==> src/rtl/uart_pkg.sv <==
// Shared types and constants for the buffered UART transmitter.
// Latency: none (types, constants and an elaboration-time helper only).
// Backpressure: not applicable.
package uart_pkg;

    // Transmit FSM states. PARITY is only entered when UART_PARITY_EN is defined.
    typedef enum logic [2:0] {
        IDLE   = 3'd0,
        START  = 3'd1,
        DATA   = 3'd2,
        PARITY = 3'd3,
        STOP   = 3'd4
    } tx_state_t;

    // Legal parameter ranges, checked at elaboration by the top level.
    localparam int MIN_CLKS_PER_BIT = 2;
    localparam int MIN_DATA_BITS    = 5;
    localparam int MAX_DATA_BITS    = 8;
    localparam int MIN_STOP_BITS    = 1;
    localparam int MAX_STOP_BITS    = 2;
    localparam int MIN_DEPTH        = 2;

    // Clocks occupied by one complete frame: start + data + optional parity + stop.
    function automatic int unsigned frame_clks(input int unsigned clks_per_bit,
                                               input int unsigned data_bits,
                                               input int unsigned stop_bits,
                                               input bit          parity);
        return (1 + data_bits + stop_bits + (parity ? 1 : 0)) * clks_per_bit;
    endfunction

endpackage

==> src/rtl/uart_tx_fifo_if.sv <==
// Write/status bus between a character producer and the UART transmitter.
// Latency: wires only.
// Backpressure: none on the strobe; producer watches full, drops raise overflow.
interface uart_tx_fifo_if #(
    parameter int DATA_BITS = 8,
    parameter int DEPTH     = 8
);
    localparam int CW = $clog2(DEPTH + 1);

    logic                 wr_en;
    logic [DATA_BITS-1:0] wr_data;
    logic                 ovf_clr;
    logic                 full;
    logic                 empty;
    logic [CW-1:0]        count;
    logic                 overflow;

    // Producer side: drives the strobe, observes FIFO status.
    modport master (
        output wr_en, wr_data, ovf_clr,
        input  full, empty, count, overflow
    );

    // Transmitter side: consumes the strobe, reports FIFO status.
    modport slave (
        input  wr_en, wr_data, ovf_clr,
        output full, empty, count, overflow
    );

endinterface

==> src/rtl/uart_fifo.sv <==
// Synchronous FIFO with show-ahead read data and occupancy count.
// Latency: write visible at rd_data/empty the edge after it is accepted.
// Backpressure: write accepted when not full or when a read happens on the same edge.
module uart_fifo #(
    parameter int WIDTH = 8,
    parameter int DEPTH = 8
) (
    input  logic                       clock,
    input  logic                       reset_n,
    input  logic                       wr_en,
    input  logic [WIDTH-1:0]           wr_data,
    input  logic                       rd_en,
    output logic [WIDTH-1:0]           rd_data,
    output logic                       full,
    output logic                       empty,
    output logic [$clog2(DEPTH+1)-1:0] count
);
    localparam int PW = $clog2(DEPTH);
    localparam int CW = $clog2(DEPTH + 1);

    logic [WIDTH-1:0] mem [DEPTH];
    logic [PW-1:0]    wr_ptr;
    logic [PW-1:0]    rd_ptr;
    logic             push;
    logic             pull;

    // A full FIFO can still take a write when the head leaves on the same edge.
    assign pull    = rd_en && !empty;
    assign push    = wr_en && (!full || pull);
    assign full    = (count == CW'(DEPTH));
    assign empty   = (count == '0);
    assign rd_data = mem[rd_ptr];

    // Storage array: written only, never reset.
    always_ff @(posedge clock) begin
        if (push) begin
            mem[wr_ptr] <= wr_data;
        end
    end

    // Pointers wrap naturally at the power-of-two depth; count separates full from empty.
    always_ff @(posedge clock or negedge reset_n) begin
        if (!reset_n) begin
            wr_ptr <= '0;
            rd_ptr <= '0;
            count  <= '0;
        end else begin
            if (push) begin
                wr_ptr <= wr_ptr + 1'b1;
            end
            if (pull) begin
                rd_ptr <= rd_ptr + 1'b1;
            end
            if (push && !pull) begin
                count <= count + CW'(1);
            end else if (!push && pull) begin
                count <= count - CW'(1);
            end
        end
    end

endmodule

==> src/rtl/uart_tx_fifo.sv <==
// Buffered LSB-first async serial transmitter; optional even parity under UART_PARITY_EN.
// Latency: write into an empty idle FIFO on edge k drives the start bit on edge k+1.
// Backpressure: writes while full with no same-edge pop are dropped and set sticky overflow.
module uart_tx_fifo
    import uart_pkg::*;
#(
    parameter int CLKS_PER_BIT = 16,
    parameter int DATA_BITS    = 8,
    parameter int STOP_BITS    = 1,
    parameter int DEPTH        = 8
) (
    input  logic            clock,
    input  logic            reset_n,
    uart_tx_fifo_if.slave   host,
    output logic            busy,
    output logic            txd
);
    localparam int BW = $clog2(CLKS_PER_BIT);
    localparam int IW = $clog2(DATA_BITS);

    // Reject illegal configurations at elaboration.
    if (CLKS_PER_BIT < MIN_CLKS_PER_BIT) begin : g_bad_cpb
        $error("uart_tx_fifo: CLKS_PER_BIT must be at least 2");
    end
    if (DATA_BITS < MIN_DATA_BITS || DATA_BITS > MAX_DATA_BITS) begin : g_bad_db
        $error("uart_tx_fifo: DATA_BITS must be 5..8");
    end
    if (STOP_BITS < MIN_STOP_BITS || STOP_BITS > MAX_STOP_BITS) begin : g_bad_sb
        $error("uart_tx_fifo: STOP_BITS must be 1 or 2");
    end
    if (DEPTH < MIN_DEPTH || (DEPTH & (DEPTH - 1)) != 0) begin : g_bad_depth
        $error("uart_tx_fifo: DEPTH must be a power of two, at least 2");
    end

    tx_state_t            state;
    logic [BW-1:0]        baud_cnt;
    logic [IW-1:0]        bit_idx;
    logic                 stop_idx;
    logic [DATA_BITS-1:0] shift;
    logic [DATA_BITS-1:0] head;
    logic                 fifo_full;
    logic                 fifo_empty;
    logic                 pop;
    logic                 drop;
    logic                 bit_end;
    logic                 last_stop;
`ifdef UART_PARITY_EN
    logic                 par;
`endif

    assign bit_end   = (baud_cnt == '0);
    assign last_stop = (stop_idx == 1'(STOP_BITS - 1));

    // Head leaves the FIFO when idle, or at the end of the last stop bit for back-to-back frames.
    assign pop  = !fifo_empty &&
                  ((state == IDLE) || (state == STOP && bit_end && last_stop));
    assign drop = host.wr_en && fifo_full && !pop;

    assign host.full  = fifo_full;
    assign host.empty = fifo_empty;

    uart_fifo #(
        .WIDTH (DATA_BITS),
        .DEPTH (DEPTH)
    ) u_fifo (
        .clock   (clock),
        .reset_n (reset_n),
        .wr_en   (host.wr_en),
        .wr_data (host.wr_data),
        .rd_en   (pop),
        .rd_data (head),
        .full    (fifo_full),
        .empty   (fifo_empty),
        .count   (host.count)
    );

    // Sticky overflow; a drop on the same edge as a clear keeps the flag set.
    always_ff @(posedge clock or negedge reset_n) begin
        if (!reset_n) begin
            host.overflow <= 1'b0;
        end else if (drop) begin
            host.overflow <= 1'b1;
        end else if (host.ovf_clr) begin
            host.overflow <= 1'b0;
        end
    end

    // Frame sequencer with baud counter; txd and busy are registered.
    always_ff @(posedge clock or negedge reset_n) begin
        if (!reset_n) begin
            state    <= IDLE;
            txd      <= 1'b1;
            busy     <= 1'b0;
            baud_cnt <= '0;
            bit_idx  <= '0;
            stop_idx <= 1'b0;
            shift    <= '0;
`ifdef UART_PARITY_EN
            par      <= 1'b0;
`endif
        end else begin
            case (state)
                IDLE: begin
                    if (pop) begin
                        state    <= START;
                        shift    <= head;
`ifdef UART_PARITY_EN
                        par      <= ^head;
`endif
                        txd      <= 1'b0;
                        busy     <= 1'b1;
                        baud_cnt <= BW'(CLKS_PER_BIT - 1);
                    end
                end
                START: begin
                    if (bit_end) begin
                        state    <= DATA;
                        bit_idx  <= '0;
                        txd      <= shift[0];
                        baud_cnt <= BW'(CLKS_PER_BIT - 1);
                    end else begin
                        baud_cnt <= baud_cnt - 1'b1;
                    end
                end
                DATA: begin
                    if (bit_end) begin
                        baud_cnt <= BW'(CLKS_PER_BIT - 1);
                        if (bit_idx == IW'(DATA_BITS - 1)) begin
`ifdef UART_PARITY_EN
                            state    <= PARITY;
                            txd      <= par;
`else
                            state    <= STOP;
                            txd      <= 1'b1;
                            stop_idx <= 1'b0;
`endif
                        end else begin
                            shift   <= shift >> 1;
                            bit_idx <= bit_idx + 1'b1;
                            txd     <= shift[1];
                        end
                    end else begin
                        baud_cnt <= baud_cnt - 1'b1;
                    end
                end
`ifdef UART_PARITY_EN
                PARITY: begin
                    if (bit_end) begin
                        state    <= STOP;
                        txd      <= 1'b1;
                        stop_idx <= 1'b0;
                        baud_cnt <= BW'(CLKS_PER_BIT - 1);
                    end else begin
                        baud_cnt <= baud_cnt - 1'b1;
                    end
                end
`endif
                STOP: begin
                    if (bit_end) begin
                        baud_cnt <= BW'(CLKS_PER_BIT - 1);
                        if (!last_stop) begin
                            stop_idx <= stop_idx + 1'b1;
                        end else if (pop) begin
                            state <= START;
                            shift <= head;
`ifdef UART_PARITY_EN
                            par   <= ^head;
`endif
                            txd   <= 1'b0;
                        end else begin
                            state <= IDLE;
                            busy  <= 1'b0;
                        end
                    end else begin
                        baud_cnt <= baud_cnt - 1'b1;
                    end
                end
                default: begin
                    state <= IDLE;
                    txd   <= 1'b1;
                    busy  <= 1'b0;
                end
            endcase
        end
    end

endmodule

==> src/flat_wrapper.sv <==
// flat-port wrapper written by rule: the top's interface ports become plain ports
module uart_tx_fifo_flat import uart_pkg::*;
#(
    parameter int CLKS_PER_BIT = 16,
    parameter int DATA_BITS    = 8,
    parameter int STOP_BITS    = 1,
    parameter int DEPTH        = 8
)
  (clock, reset_n, busy, txd, host_wr_en, host_wr_data, host_ovf_clr, host_full, host_empty, host_count, host_overflow);
  uart_tx_fifo_if #(.DATA_BITS(DATA_BITS), .DEPTH(DEPTH)) host_i ();
  input  logic clock;
  input  logic reset_n;
  output logic busy;
  output logic txd;
  input wire logic [$bits(host_i.wr_en)-1:0] host_wr_en;
  input wire logic [$bits(host_i.wr_data)-1:0] host_wr_data;
  input wire logic [$bits(host_i.ovf_clr)-1:0] host_ovf_clr;
  output wire logic [$bits(host_i.full)-1:0] host_full;
  output wire logic [$bits(host_i.empty)-1:0] host_empty;
  output wire logic [$bits(host_i.count)-1:0] host_count;
  output wire logic [$bits(host_i.overflow)-1:0] host_overflow;
  assign host_i.wr_en = host_wr_en;
  assign host_i.wr_data = host_wr_data;
  assign host_i.ovf_clr = host_ovf_clr;
  assign host_full = host_i.full;
  assign host_empty = host_i.empty;
  assign host_count = host_i.count;
  assign host_overflow = host_i.overflow;
  uart_tx_fifo #(.CLKS_PER_BIT(CLKS_PER_BIT), .DATA_BITS(DATA_BITS), .STOP_BITS(STOP_BITS), .DEPTH(DEPTH)) u_core (.clock(clock), .reset_n(reset_n), .host(host_i), .busy(busy), .txd(txd));
endmodule
==> config.mk <==
export PLATFORM = sky130hd
export DESIGN_NAME = uart_tx_fifo_flat
export DESIGN_NICKNAME = d
export VERILOG_FILES = /design/src/rtl/uart_pkg.sv /design/src/rtl/uart_tx_fifo_if.sv /design/src/rtl/uart_fifo.sv /design/src/rtl/uart_tx_fifo.sv /design/src/flat_wrapper.sv
export SDC_FILE = /design/constraint.sdc
export NUM_CORES = 1
export LEC_CHECK = 0
export ABC_AREA = 1
export BUFFER_PORTS_ARGS = -buffer_cell sky130_fd_sc_hd__buf_4
export CORE_ASPECT_RATIO = 0.5
export CORE_MARGIN = 4
export CORE_UTILIZATION = 25
export CTS_CLUSTER_DIAMETER = 60
export DETAILED_ROUTE_END_ITERATION = 10
export SLEW_MARGIN = 20
export SYNTH_ARGS = -nofsm -noshare
export SYNTH_HDL_FRONTEND = slang
export SYNTH_SLANG_ARGS = --single-unit
==> constraint.sdc <==
create_clock -name clock -period 2.6 [get_ports clock]
set_input_delay 0.13 -clock clock [delete_from_list [all_inputs] [get_ports clock]]
set_output_delay 0.13 -clock clock [all_outputs]
set_load 0.005 [all_outputs]
# After elaboration in Yosys (flattened, before gate mapping)

Memories as Yosys holds them, arrays and structs flattened.
Index checks and enable logic that the tools add are counted.
W data, S select, Z words.

Bits in registers: 32
Memories: 1
Logic and storage cells: 112
Bits in latches: 0
Input port bits: 12
RAM bits: 64
Bits in read-only memories: 0

Bitwise gates (word level): 2
Shift-type cells: 0
Add/subtract/negate cells: 7
Reductions and logical operators: 34
Muxes and demuxes: 44
Equal/unequal tests: 13
Div/mod/pow operators: 0
$lt $le $gt $ge: 0
$mul: 0

Memories:

| name              | depth | bits a word | read ports | clocked after Yosys merged registers in | write ports | line            | source |
|---|---|---|---|---|---|---|---|
| u_core.u_fifo.mem | 8     | 8           | 1          | 0                                       | 1           | uart_fifo.sv:21 | `logic [WIDTH-1:0] mem [DEPTH];` |

Operators by type and width:

| operator              | count |
|---|---|
| $mux W8               | 5 |
| $mux W3               | 9 |
| $pmux W8 S3           | 1 |
| $mux W1               | 19 |
| $mux W4               | 4 |
| $pmux W3 S4           | 1 |
| $reduce_and A4 Y1     | 3 |
| $ne A2 B1 Y1 const B  | 5 |
| $reduce_and A5 Y1     | 2 |
| $reduce_bool A2 Y1    | 5 |
| $add A3 B1 Y3 const B | 3 |
| $logic_and A1 B1 Y1   | 9 |
| $logic_not A4 Y1      | 2 |
| $pmux W4 S2           | 1 |
| $sub A4 B1 Y4 const B | 2 |
| $eq A3 B3 Y1 const B  | 2 |
| $ne A2 B2 Y1 const B  | 3 |
| $pmux W3 S2           | 1 |
| $reduce_and A6 Y1     | 1 |
| $logic_not A1 Y1      | 5 |
| $add A4 B1 Y4 const B | 1 |
| $eq A4 B4 Y1 const B  | 1 |
| $pmux W1 S4           | 1 |
| $eq A3 B1 Y1 const B  | 1 |
| 11 further kinds      | 13 |

# Logic depth before layout (Yosys ltp)

Depth after elaboration: 12
Depth in mapped cells: 15
Gate-level depth less buffers: 15

# Hierarchy

Synthesis repeated with hierarchy kept, for this count alone.

Cell total of the unflattened synthesis: 522
Area, all modules: 4,620.7 um^2

By module, submodules not included:

| module       | seq. area each (um^2) | instances | cells each | area an instance (um^2) |
|---|---|---|---|---|
| uart_fifo    | 2,172.1               | 1         | 364        | 3,412.0 |
| uart_tx_fifo | 526.8                 | 1         | 158        | 1,208.7 |

# Least setup slack after synthesis

No wires, ideal clock.

Path type: reg-to-reg
Start point: register u_core.baud_cnt[0]
End point: register u_core.u_fifo.count[3]
Setup time: 0.121 ns
Path buffers: 0
Data arrival time: 2.307 ns
Data required time: 2.479 ns
Slack: 0.172 ns
Period minus slack after synthesis: 2.428 ns
Cell stages (with the launch flop): 16
Cell sequence: dfrtp_1 -> inv_1 -> ha_1 -> nand3_2 -> nand2_2 -> nand3_4 -> a21boi_4 -> ha_1 -> inv_1 -> ha_1 -> a21oi_1 -> nand2_1 -> a21oi_1 -> o21ai_0 -> nand2_1 -> nand2_1

Word-level cells in the longest chain between the ends: 11
Elaborated cells on any way between the ends: 14
Those cells by class: 1 x mux; 13 x reduce/logical

Ends and longest elaborated chain:

| element                               | line                | source |
|---|---|---|
| from (decl)                           | uart_tx_fifo.sv:36  | `logic [BW-1:0] baud_cnt;` |
| from (signal assigned)                | uart_tx_fifo.sv:112 | `baud_cnt <= BW'(CLKS_PER_BIT - 1);` |
| from (signal assigned)                | uart_tx_fifo.sv:120 | `baud_cnt <= BW'(CLKS_PER_BIT - 1);` |
| from (signal assigned)                | uart_tx_fifo.sv:122 | `baud_cnt <= baud_cnt - 1'b1;` |
| $logic_not A4 Y1 (*)                  | uart_tx_fifo.sv:51  | `assign bit_end = (baud_cnt == '0);` |
| $logic_and A1 B1 Y1 (*) (2 in series) | uart_tx_fifo.sv:56  | `((state == IDLE) \|\| (state == STOP && bit_end && last_stop));` |
| $logic_or A1 B1 Y1 (*)                | uart_tx_fifo.sv:56  |  |
| $logic_and A1 B1 Y1 (*)               | uart_tx_fifo.sv:55  | `assign pop = !fifo_empty &&` |
| $logic_and A1 B1 Y1 (*)               | uart_fifo.sv:28     | `assign pull = rd_en && !empty;` |
| $logic_or A1 B1 Y1 (*)                | uart_fifo.sv:29     | `assign push = wr_en && (!full \|\| pull);` |
| $logic_and A1 B1 Y1 (*)               | uart_fifo.sv:29     |  |
| net u_core.u_fifo.push                | uart_fifo.sv:24     | `logic push;` |
| $logic_not A1 Y1                      | uart_fifo.sv:56     | `end else if (!push && pull) begin` |
| $logic_and A1 B1 Y1                   | uart_fifo.sv:56     |  |
| $reduce_bool A2 Y1 (no line)          | -                   |  |
| to (signal assigned)                  | uart_fifo.sv:55     | `count <= count + CW'(1);` |
| to (signal assigned)                  | uart_fifo.sv:57     | `count <= count - CW'(1);` |
| to (decl)                             | uart_fifo.sv:16     | `output logic [$clog2(DEPTH+1)-1:0] count` |

Mark *: on every way through the listed nets, which the timed path passes. The rest lies on a longest branch.
A chain may end at the register's enable or synchronous reset.

# Worst setup path after layout

Ends and elaborated chain as after synthesis.

==> impl_metrics.py <==
metrics = {
    "layout": {
        "nNetsFinal": 524,
        "drive_gt1_frac": 0.142,
        "fin_area_mm2": 0.00525,
        "syn_to_final_growth_pct": 18.1,
        "diodes": 0,
        "fin_util": 0.302,
    },
    "synth": {
        "synth_nets": 488,
        "synth-seq-area-share": 0.607,
        "syn_area_per_cell_um2": 9.52,
        "yosys-top-cells-count": "157 x nand2_1, 64 x edfxtp_1, 61 x inv_1, 58 x nand3_1, 30 x dfrtp_1",
        "netlist.area_leader.share": 0.432,
        "ys_top_cells_by_area": "edfxtp_1 43%, dfrtp_1 17%, nand2_1 13%",
        "yosysTopAreaCell": "edfxtp_1",
        "ys_types": 31,
        "synth_cells": 467,
        "synthMostInstantiatedCell": "nand2_1",
        "yosys_warnings": 0,
        "async_reset_ff_frac": 0.326,
        "synth_area_mm2": 0.00444,
        "synth_edf_count": 64,
        "ys_ff_latch": 95,
        "synth_ff_type": "edfxtp_1",
    },
    "detailed_routing": {
        "drc": 0,
        "wl_per_cell_um": 12.2,
        "ant_nets": 0,
        "drtIter0Drc": 256,
        "vias": 3035,
        "viasPerCell": 4.10,
        "drt-total-wl_um": 9030,
        "drtPass1Iterations": 4,
    },
    "critical_path": {
        "ff2ff_path_depth": 15,
        "crit_top_cell": "nand2_1",
        "slowest_delay_ns": 0.38,
        "path_delay_family": "adder cells",
        "cp.arrival_ns": 2.64,
        "cp_num_buf_inv": 2,
        "rr_startpoint": "u_core.baud_cnt[0]$_DFFE_PN0P_",
        "cp-start-kind": "flop",
        "path_class": "reg -> reg",
        "cp_max_fo": 6,
        "cp_slowest_cell": "dfrtp_1",
        "cp_num_cells": 15,
        "required_ns": 2.82,
        "r2r_slack_ns": 0.18,
        "worst_r2r_endpoint": "u_core.u_fifo.count[3]$_DFFE_PN0P_",
        "end_kind": "flop",
        "worstPathCellList": "inv_1 -> ha_2 -> nand3_4 -> nand2_2 -> nand3_4 -> a21boi_4 -> ha_1 -> inv_1 -> ha_4 -> a21oi_1 -> nand2_1 -> a21oi_1 -> o21ai_0 -> nand2_1 -> nand2_1",
    },
    "timing": {
        "maxSlewViolCount": 0,
        "relSlewSlack": 0.610,
        "finalCritPeriodShare": 0.929,
        "fin_crit_ns": 2.42,
        "fmax_mhz": 414,
        "rsz0062_at_grt": "false",
        "worstMarginPinSlew_ns": 0.581,
        "setup_viol": 0,
        "tns_ns": 0,
        "clock_skew_ns": 0.00742,
        "whs_ns": 0.0214,
        "hold_violations": 0,
    },
    "global_route": {
        "grt_pass1_vias": 2782,
        "grt_max_degree": 34,
        "grt_pass1_wl_um": 14500,
        "grtUsageTotal": 0.0924,
        "antenna_found_initial": 0,
        "overflow": 0,
    },
    "clocking": {
        "cts_root_buf": "clkbuf_16",
        "postCtsSetupBuffers": 0,
        "numCtsBuffers": 9,
        "cts_tree": "done",
        "cts.reportedPaths.clkPinSlew_ns": 0.06,
        "htree_levels": 3,
        "ctsLongestPathBuffers": 2,
        "worst_skew_pair.late_latency_ns": 0.34,
        "cts_sinks": 95,
    },
    "floorplan": {
        "top_level_ports": 21,
        "fp.dieH_um": 102,
        "fp.coreArea_mm2": 0.0174,
        "fp.dieW_um": 197,
        "die_area_mm2": 0.0201,
        "initial_core_util": 0.255,
        "core.rowCount": 34,
    },
    "place": {
        "place.gp.congestion": 0.788,
        "dpl-instance-area_mm2": 0.00494,
        "io_buffer_count": 20,
        "hpwl_um": 5800,
    },
    "hold_path": {
        "min_to": "u_core.host.overflow$_DFFE_PN0P_",
        "hold_path_depth": 2,
        "min-delay-path-class": "in -> reg",
        "min_from": "host_ovf_clr",
    },
    "run_status": {
        "outcome": "finished clean",
    },
    "power": {
        "ir_worst_vdd_mv": 0.334,
        "p_leak_nw": 2.33,
        "power.density_mw_per_mm2": 707,
    },
    "run": {
        "max_cap_viol_count": 0,
    },
}
## repair_timing
item                       CTS  global route
hold buffers                 1             0
setup endpoints to repair    0             1
resized for setup            0             3
hold endpoints to repair    30             0
## worst max-delay path by stage
stage | slack, ns | start | to
floorplan | 0.17 | u_core.baud_cnt[0]$_DFFE_PN0P_ | u_core.u_fifo.count[3]$_DFFE_PN0P_
global placement | 0.14 | u_core.baud_cnt[0]$_DFFE_PN0P_ | u_core.u_fifo.count[3]$_DFFE_PN0P_
detailed placement | 0.07 | u_core.baud_cnt[0]$_DFFE_PN0P_ | u_core.u_fifo.count[3]$_DFFE_PN0P_
CTS | 0.06 | u_core.baud_cnt[0]$_DFFE_PN0P_ | u_core.u_fifo.count[3]$_DFFE_PN0P_
global route | 0.007 | u_core.baud_cnt[1]$_DFFE_PN0P_ | u_core.u_fifo.count[3]$_DFFE_PN0P_
finish | 0.18 | u_core.baud_cnt[0]$_DFFE_PN0P_ | u_core.u_fifo.count[3]$_DFFE_PN0P_
## area by class of cell
class	instances	area, um^2
clock inverter	5	42.5
inverter	69	262
sequential	95	2700
timing repair buffer	38	288
tap	234	293
clock buffer	10	229
fill	1736	12200
multi-input combinational	290	1440
## sequential cells by signal, summed over array words and instances (netlist names)
| signal | flops |
|---|---|
| u_core.u_fifo.wr_ptr | 3 |
| u_core.host.overflow | 1 |
| u_core.txd | 1 |
| u_core.u_fifo.mem | 64 |
| u_core.state | 3 |
| u_core.shift | 8 |
| u_core.u_fifo.rd_ptr | 3 |
| u_core.u_fifo.count | 4 |
| u_core.busy | 1 |
| u_core.bit_idx | 3 |
| u_core.baud_cnt | 4 |
## layout by cell type (no fill, tap or decap), drive strengths merged, types with 10 or more instances in the layout
master / synthesis / routed
clkbuf: 3 / 10
o21ai: 10 / 10
inv: 66 / 68
nand3: 62 / 62
nor2: 24 / 24
edfxtp: 64 / 64
nand2: 164 / 164
dfrtp: 30 / 30
buf: 10 / 37
## power breakdown
part | switching (mW) | internal [mW]
clock network | 0.562 | 0.653
registers | 0.0940 | 1.81
logic | 0.345 | 0.249
total | 1.00 | 2.71
## logic make-up after synthesis
kind of cell | share of synthesized area
simple gates | 0.250
compound gates | 0.0293
fa+ha+maj | 0.0270
xor+xnor | 0.0118
buf+inv | 0.0746
flops | 0.607
## worst reg2reg max path: stages (launching register included)
cell and delay [ns]:
dfrtp_1 0.38, inv_1 0.10, ha_2 0.23, nand3_4 0.11, nand2_2 0.10, nand3_4 0.10
a21boi_4 0.15, ha_1 0.15, inv_1 0.11, ha_4 0.25, a21oi_1 0.13, nand2_1 0.10
a21oi_1 0.17, o21ai_0 0.11, nand2_1 0.06, nand2_1 0.04
## per-stage QoR
step                      total power [mW]  cells  worst slack [ns]
after global routing                  3.91    741           0.00650
after detailed placement              2.52    725            0.0702
after CTS                             3.74    741            0.0599
after floorplan                       2.27    467             0.172
after global placement                2.50    725             0.136
final                                 3.71    741             0.183
## per-layer routing
metal,share of wire,GRT usage,routed length [um]
met5,0,0,0
met4,0.0096,0.0284,87
met3,0.053,0.0267,482
met2,0.49,0.154,4420
met1,0.45,0.118,4040
No activity file was read; power rests on OpenSTA's default activity.
